$ cat config.mk
export PLATFORM = sky130hd
export DESIGN_NAME = muldiv_hilo_unit
export DESIGN_NICKNAME = d
export VERILOG_FILES = /design/src/rtl/muldiv_hilo_unit.sv
export SDC_FILE = /design/constraint.sdc
export NUM_CORES = 2
export LEC_CHECK = 0
export ABC_AREA = 0
export CORE_MARGIN = 2
export CORE_UTILIZATION = 25
export CTS_CLUSTER_DIAMETER = 100
export DETAILED_ROUTE_END_ITERATION = 10
export HOLD_SLACK_MARGIN = 0.1
export PLACE_DENSITY = 0.4
export SLEW_MARGIN = 10
export SYNTH_ARGS = -nofsm -noshare
export SYNTH_HDL_FRONTEND = slang
export SYNTH_SLANG_ARGS = --single-unit
$ cat constraint.sdc
create_clock -name clk -period 12.5 [get_ports clk]
set_clock_uncertainty 0.15 [all_clocks]
set_input_delay 3.125 -clock clk [delete_from_list [all_inputs] [get_ports clk]]
set_output_delay 3.125 -clock clk [all_outputs]
set_load 0.02 [all_outputs]
$ cat src/rtl/muldiv_hilo_unit.sv
// muldiv_hilo_unit: HI/LO multiply, multiply-accumulate and iterative divide unit for the execute stage.
// Ports: clk/rst_n (async active-low); op_valid/op_ready issue handshake with op_code, src_a, src_b;
// flush cancels in-flight work; rd_sel/rd_data read HI (1) or LO (0); busy while a mult/div is in flight;
// hilo_valid when HI/LO hold final values.
module muldiv_hilo_unit #(
  parameter int WIDTH      = 32,
  parameter int MUL_STAGES = 2
) (
  input  logic             clk,
  input  logic             rst_n,
  input  logic             op_valid,
  output logic             op_ready,
  input  logic [3:0]       op_code,
  input  logic [WIDTH-1:0] src_a,
  input  logic [WIDTH-1:0] src_b,
  input  logic             flush,
  input  logic             rd_sel,
  output logic [WIDTH-1:0] rd_data,
  output logic             busy,
  output logic             hilo_valid
);
  localparam int CW = $clog2(WIDTH);
  localparam logic [1:0] S_IDLE = 2'd0, S_MUL = 2'd1, S_DPRE = 2'd2, S_DITER = 2'd3;
  localparam logic [3:0] OP_MULT = 4'd1, OP_MULTU = 4'd2, OP_DIV = 4'd3, OP_DIVU = 4'd4,
                         OP_MTHI = 4'd5, OP_MTLO = 4'd6, OP_MADD = 4'd7, OP_MADDU = 4'd8,
                         OP_MSUB = 4'd9, OP_MSUBU = 4'd10;
  logic [1:0]       r_state;
  logic [CW-1:0]    r_cnt;
  logic [3:0]       r_op;
  logic [WIDTH-1:0] r_hi, r_lo, r_a, r_b, r_quo, r_rem, r_div;
  logic             r_qneg, r_rneg;
  logic             w_accept, w_is_mul, w_is_div, w_msgn, w_sdiv, w_ge, w_dz;
  logic [2*WIDTH-1:0] w_ma, w_mb, w_prod, w_hilo, w_mul_res;
  logic [WIDTH:0]   w_shift, w_diff;
  logic [WIDTH-1:0] w_rem_n, w_quo_n, w_q_fin, w_r_fin;
  assign busy       = r_state != S_IDLE;
  assign op_ready   = !busy;
  assign hilo_valid = !busy;
  assign rd_data    = rd_sel ? r_hi : r_lo;
  assign w_accept = op_valid && !busy && !flush;
  assign w_is_mul = op_code inside {OP_MULT, OP_MULTU, OP_MADD, OP_MADDU, OP_MSUB, OP_MSUBU};
  assign w_is_div = op_code inside {OP_DIV, OP_DIVU};
  // Multiply on sign/zero-extended operands; the low 2*WIDTH bits are the correct product either way.
  assign w_msgn    = r_op inside {OP_MULT, OP_MADD, OP_MSUB};
  assign w_ma      = {{WIDTH{w_msgn & r_a[WIDTH-1]}}, r_a};
  assign w_mb      = {{WIDTH{w_msgn & r_b[WIDTH-1]}}, r_b};
  assign w_prod    = w_ma * w_mb;
  assign w_hilo    = {r_hi, r_lo};
  assign w_mul_res = (r_op inside {OP_MADD, OP_MADDU}) ? w_hilo + w_prod :
                     (r_op inside {OP_MSUB, OP_MSUBU}) ? w_hilo - w_prod : w_prod;
  // One restoring step: the dividend shifts out of r_quo into the partial remainder while quotient bits shift in.
  assign w_sdiv  = r_op == OP_DIV;
  assign w_shift = {r_rem, r_quo[WIDTH-1]};
  assign w_diff  = w_shift - {1'b0, r_div};
  assign w_ge    = !w_diff[WIDTH];
  assign w_rem_n = w_ge ? w_diff[WIDTH-1:0] : w_shift[WIDTH-1:0];
  assign w_quo_n = {r_quo[WIDTH-2:0], w_ge};
  assign w_q_fin = r_qneg ? -w_quo_n : w_quo_n;
  assign w_r_fin = r_rneg ? -w_rem_n : w_rem_n;
  assign w_dz    = r_b == '0;
  always_ff @(posedge clk or negedge rst_n) begin
    if (!rst_n) begin
      r_state <= S_IDLE;
      r_cnt   <= '0;
      r_op    <= '0;
      r_hi    <= '0;
      r_lo    <= '0;
      r_a     <= '0;
      r_b     <= '0;
      r_quo   <= '0;
      r_rem   <= '0;
      r_div   <= '0;
      r_qneg  <= 1'b0;
      r_rneg  <= 1'b0;
    end else if (busy && flush) begin
      r_state <= S_IDLE;
    end else if (r_state == S_IDLE) begin
      if (w_accept) begin
        r_a   <= src_a;
        r_b   <= src_b;
        r_op  <= op_code;
        r_cnt <= CW'(MUL_STAGES - 1);
        if (op_code == OP_MTHI) r_hi <= src_a;
        if (op_code == OP_MTLO) r_lo <= src_a;
        r_state <= w_is_mul ? S_MUL : w_is_div ? S_DPRE : S_IDLE;
      end
    end else if (r_state == S_MUL) begin
      if (r_cnt == '0) begin
        {r_hi, r_lo} <= w_mul_res;
        r_state      <= S_IDLE;
      end else begin
        r_cnt <= r_cnt - 1'b1;
      end
    end else if (r_state == S_DPRE) begin
      r_quo   <= (w_sdiv && r_a[WIDTH-1]) ? -r_a : r_a;
      r_div   <= (w_sdiv && r_b[WIDTH-1]) ? -r_b : r_b;
      r_rem   <= '0;
      r_qneg  <= w_sdiv && (r_a[WIDTH-1] ^ r_b[WIDTH-1]);
      r_rneg  <= w_sdiv && r_a[WIDTH-1];
      r_cnt   <= CW'(WIDTH - 1);
      r_state <= S_DITER;
    end else begin
      r_rem <= w_rem_n;
      r_quo <= w_quo_n;
      if (r_cnt == '0) begin
        r_lo    <= w_dz ? '1 : w_q_fin;
        r_hi    <= w_dz ? r_a : w_r_fin;
        r_state <= S_IDLE;
      end else begin
        r_cnt <= r_cnt - 1'b1;
      end
    end
  end
endmodule
Word-level counts from Yosys, hierarchy flattened
Cells that the tools add are included.
{"block": "totals", "regBits": 237, "wordCells": 114}
{"block": "op_classes", "addsub": 8, "multipliers": 1, "n_eq_ne": 23, "mux": 39, "n_bitwise": 6, "reduce_logical": 25}
{"cell": "$mux W32", "n": 24}
{"cell": "$mux W64", "n": 2}
{"cell": "$neg A32 Y32", "n": 4}
{"cell": "$add A64 B64 Y64", "n": 1}
{"cell": "$mul A33 B33 Y64", "n": 1}
{"cell": "$sub A64 B64 Y64", "n": 1}
{"cell": "$sub A33 B32 Y33", "n": 1}
{"cell": "$logic_not A32 Y1", "n": 1}
{"cell": "$mux W5", "n": 5}
{"cell": "$eq A4 B4 Y1 const B", "n": 6}
{"cell": "$eq A4 B3 Y1 const B", "n": 5}
{"cell": "$mux W2", "n": 8}
{"cell": "$eq A4 B2 Y1 const B", "n": 3}
{"cell": "$reduce_and A5 Y1", "n": 2}
{"cell": "$reduce_bool A2 Y1", "n": 5}
{"cell": "$eq A4 B1 Y1 const B", "n": 2}
{"cell": "$logic_and A1 B1 Y1", "n": 6}
{"cell": "$ne A3 B3 Y1 const B", "n": 2}
{"cell": "$reduce_and A3 Y1", "n": 2}
{"cell": "$reduce_bool A6 Y1", "n": 1}
{"cell": "$logic_not A5 Y1", "n": 1}
{"cell": "$sub A5 B1 Y5 const B", "n": 1}
{"cell": "$ne A2 B1 Y1 const B", "n": 2}
{"cell": "$reduce_and A4 Y1", "n": 1}
{"cell": "10 further kinds", "n": 15}

Logic depth before layout (Yosys ltp)
{"block": "logic_depth", "ltp_word": 10, "ltp_mapped": 48}

Worst setup path before layout
OpenSTA, ideal clock, no wires.
{"block": "synth_timing", "path_type": "register -> register", "start": "register r_op[1]", "end": "register r_hi[30]", "setup_time_ps": 131, "arrival_ps": 10180, "t_required_ps": 12219, "setup_slack_ps": 2038, "stages_incl_launch_ff": 46, "n_path_buf": 2, "path_cell_list": "dfrtp_1 -> nor2b_1 -> nand2_1 -> o21ai_0 -> nand2_1 -> nor2_1 -> clkbuf_1 -> nand2_1 -> inv_1 -> fa_1 -> inv_1 -> fa_1 -> inv_1 -> fa_1 -> fa_1 -> inv_1 -> fa_1 -> fa_1 -> [10 not listed] -> a31oi_1 -> xor2_1 -> inv_1 -> ha_1 -> clkbuf_1 -> nand4_1 -> inv_1 -> a221oi_1 -> o211ai_1 -> a211o_1 -> a31o_2 -> a221o_1 -> a211o_1 -> nand3_1 -> o221ai_1 -> xor2_1 -> a221oi_1 -> a31oi_1"}
{"block": "synth_via", "elab_chain_len": 10, "elab_cells_between_ends": 18}
{"item": "start, declared", "line": "29", "rtl": "logic [3:0] r_op;"}
{"item": "start signal, assigned", "line": "81", "rtl": "r_op <= op_code;"}
{"item": "$eq A4 B1 Y1 (tied with other cells)", "line": "44", "rtl": "assign w_msgn = r_op inside {OP_MULT, OP_MADD, OP_MSUB};"}
{"item": "$reduce_bool A3 Y1", "line": "44"}
{"item": "$and A1 B1 Y1, on equally long branches", "line": "45, 46"}
{"item": "$mul A33 B33 Y64", "line": "47", "rtl": "assign w_prod = w_ma * w_mb;"}
{"item": "$sub A64 B64 Y64", "line": "50", "rtl": "(r_op inside {OP_MSUB, OP_MSUBU}) ? w_hilo - w_prod : w_prod;"}
{"item": "$mux W64", "line": "50"}
{"item": "$mux W64 *", "line": "49", "rtl": "assign w_mul_res = (r_op inside {OP_MADD, OP_MADDU}) ? w_hilo + w_prod :"}
{"item": "$mux W32 *", "line": "88", "rtl": "if (r_cnt == '0) begin"}
{"item": "$mux W32 *", "line": "87", "rtl": "end else if (r_state == S_MUL) begin"}
{"item": "$mux W32 *", "line": "77", "rtl": "end else if (r_state == S_IDLE) begin"}
{"item": "end signal, assigned", "line": "83", "rtl": "if (op_code == OP_MTHI) r_hi <= src_a;"}
{"item": "end signal, assigned", "line": "89", "rtl": "{r_hi, r_lo} <= w_mul_res;"}
{"item": "end signal, assigned", "line": "107", "rtl": "r_hi <= w_dz ? r_a : w_r_fin;"}
{"item": "end, declared", "line": "30", "rtl": "logic [WIDTH-1:0] r_hi, r_lo, r_a, r_b, r_quo, r_rem, r_div;"}
Every way passes the cells marked *; elsewhere a longest branch is shown, timed or not. The select of a mux whose other input is x is not followed.
A chain may end at the register's enable or synchronous reset.

Worst setup path after layout
{"block": "layout_timing", "start": "register r_b[7]", "end": "register r_hi[28]"}
{"block": "layout_via", "elab_chain_len": 7, "elab_cells_between_ends": 12}
{"item": "start, declared", "line": "30"}
{"item": "start signal, assigned", "line": "80", "rtl": "r_b <= src_b;"}
{"item": "$mul A33 B33 Y64", "line": "47"}
{"item": "$sub A64 B64 Y64", "line": "50"}
{"item": "$mux W64", "line": "50"}
{"item": "$mux W64", "line": "49"}
{"item": "$mux W32", "line": "88"}
{"item": "$mux W32 *", "line": "87"}
{"item": "$mux W32 *", "line": "77"}
Marked as above.

==> flow_summary_export.csv <==
group,metric,value,unit
detailed_routing,ant_nets,0,
setup_path,reg2reg_slack,0.55,ns
layout,syn2layout_area_growth,11.5,%
layout,regArea,5960,um2
layout,stdcell_count,10742,
detailed_routing,first_pass_iters,6,
yosys,yosysUniqueCellTypes,95,
floorplanning,die_height,502,um
setup_path,required,12.96,ns
detailed_routing,drc_errors,0,
setup_path,start_kind,"flop",
clocking,clockRootBuffer,"clkbuf_16",
clocking,numClockSinks,237,
clocking,cts_max_path_buffers,3,
setup_path,critical-path-slowest-cell,"dfrtp_1",
setup_path,r2r_cells,40,
yosys,synth_area,61900,um2
clocking,holdBufCountCts,0,
sta,hold_viol_final,0,
yosys,syn_avg_cell_area,8.28,um2
clocking,clkTransAtPathRegs,0.06,ns
setup_path,crit-reg2reg-launch,"r_b[7]",
detailed_routing,routed_wl,251,mm
placed_design,gp_congestion,0.933,
yosys,yosysTopAreaCellShare,36.5,%
yosys,synth_warnings,0,
setup_path,endpoint_kind,"flop",
floorplanning,floorplan.rows,182,
worst_hold_path,hold_class,"flop to flop",
yosys,syn_inst,7483,
floorplanning,die-area,252000,um2
yosys,synthTopCellsByArea,"fa_1, dfrtp_1, nand2_1",
placed_design,dpl.cell_count,10656,
global_routing,grt.total_usage,19.9,%
yosys,synth_nets,9065,
clocking,numCtsBuffers,42,
worst_hold_path,hold_end,"r_div[22]",
sta,fmax,83.7,MHz
global_routing,globalRoute.totalOverflow,0,
clocking,h-tree-depth,2,
flow_run,maxCapViolCount,0,
floorplanning,start_util,25.2,%
floorplanning,core_region_area,246000,um2
outcome,outcome,"complete, no violations",
placed_design,dp_hpwl,205,mm
global_routing,grt_pass1_vias,55055,
detailed_routing,drt-initial-drc-count,3467,
worst_hold_path,whs_path_depth,2,
floorplanning,ioPinCount,108,
detailed_routing,vias_per_cell,4.91,
sta,setup_violations,0,
detailed_routing,wl_per_cell,23.4,um
setup_path,critPathMaxFanout,14,
sta,tightest_slew,1.24,ns
layout,drive_gt1_share,6.25,%
sta,slew_headroom,17.1,%
yosys,ys_seq_elements,237,
setup_path,cp.arrival,12.41,ns
global_routing,grt_max_degree,118,
global_routing,antenna_found_initial,6,
setup_path,r2r-end,"r_hi[28]",
setup_path,path_common_cell,"fa_1",
layout,final_nets,8975,
layout,layout_commonest_cell,"nand2_1",
layout,layout_common_cells,"nand2_1, inv_1, fa_1",
detailed_routing,vias,52721,
setup_path,criticalPathCategory,"flop to flop",
yosys,synth_edf_count,0,
setup_path,critPathMaxStageDelay,0.88,ns
sta,slew_violations,0,
placed_design,portBuffers,107,
yosys,ys_seq_area_share,9.57,%
yosys,synth-async-reset-ratio,100,%
floorplanning,fp.dieW,502,um
sta,finalCritPeriodShare,95.6,%
global_routing,grt_pass1_wl,376,mm
layout,fill_cells,26644,
yosys,synthFlopType,"dfrtp_1",
layout,multi_input_area,49700,um2
clocking,cts_tree,"built",
clocking,clk_latency,0.69,ns
yosys,synth_largest_area_cell,"fa_1",
worst_hold_path,hp-start,"r_div[22]",
sta,fin_crit,11.95,ns
routing by layer:
metal / GRT usage [%] / share of wire (%) / up-vias
met2: 34.4 / 49 / 1285
met5: 0 / 0.0052 / -
met1: 26.6 / 44 / 27625
met3: 1.82 / 4.0 / 231
li1: - / - / 23578
met4: 5.27 / 3.1 / 2
registers in the layout (all words and copies together) (netlist names), 2 cells and up, named ones only:
| signal | cells |
|---|---|
| r_lo | 32 |
| r_op | 4 |
| r_hi | 32 |
| r_state | 2 |
| r_quo | 32 |
| r_rem | 32 |
| r_div | 32 |
| r_a | 32 |
| r_b | 32 |
logic make-up after synthesis:
group	share of synthesized area (%)
AOI/OAI and AO/OA	14.5
muxes	1.07
DFF	9.57
buffers and inverters	10.6
and+or+nand+nor	16.8
adders and majority gates	44.1
xor gates and xnor gates	3.32
metrics by stage:
step                      setup slack [ns]  cell area, um2  hold WS [ns]  util [%]  setup TNS (ns)
after global routing             -0.000406           69000         0.349      28.0       -0.000406
final                                0.547           69000         0.330      28.0               0
after global placement              -0.532           67400         0.317      27.4           -2.16
after detailed placement            -0.544           67400         0.322      27.4           -2.50
after floorplan                       2.04           61900         0.300         -               0
after CTS                           0.0300           68800         0.336      28.0               0
synthesized netlist by cell type (all sizes together) (15+ instances only):
master / n
a211oi: 38
a21o: 88
a21oi: 381
a221o: 26
a221oi: 58
a22oi: 15
a31oi: 34
and2: 286
and3: 48
buf: 97
clkbuf: 375
dfrtp: 237
fa: 1128
ha: 381
inv: 1273
mux2: 34
mux2i: 28
nand2: 1289
nand2b: 43
nand3: 66
nand4: 27
nor2: 313
nor2b: 31
nor3: 65
nor4: 35
o211ai: 39
o21a: 19
o21ai: 353
o21bai: 49
o221ai: 33
o22ai: 41
o31ai: 57
o41ai: 26
or2: 27
or3: 30
xnor2: 132
xor2: 103
worst max-delay path by stage:
stage,startpoint,end,depth (start not counted)
2_1_floorplan,r_op[1],r_hi[30],45
3_3_place_gp,r_op[1],r_hi[22],42
3_5_place_dp,r_op[1],r_hi[22],42
4_1_cts,r_op[1],r_hi[28],41
5_1_grt,r_op[1],r_hi[30],48
6_report,r_b[7],r_hi[28],40
area by class of cell:
type | instances | share of cell area, %
Clock inverter | 20 | 0.361
Antenna cell | 3 | 0.0109
Sequential cell | 237 | 8.63
Timing Repair Buffer | 338 | 4.32
Inverter | 1277 | 6.95
Multi-Input combinational cell | 5497 | 72.0
Clock buffer | 58 | 1.70
Tap cell | 3312 | 6.00
repair_timing:
| item | 4_1_cts | 5_1_grt |
|---|---|---|
| pin swaps | 0 | 5 |
| resized for setup | 6 | 36 |
| buffers inserted | 0 | 5 |
| setup endpoints to repair | 7 | 16 |
worst max-delay path: cells and delay by family, from the launching register on:
| family | cells | cell delay [ns] |
|---|---|---|
| buf+inv | 7 | 0.99 |
| simple gates | 9 | 2.31 |
| flops | 1 | 0.88 |
| fa+ha+maj | 10 | 4.23 |
| xor+xnor | 1 | 0.32 |
| compound gates | 13 | 3.04 |
Power is not shown: default switching activity piles up to over one toggle a cycle in this logic, so the estimate is an artifact.
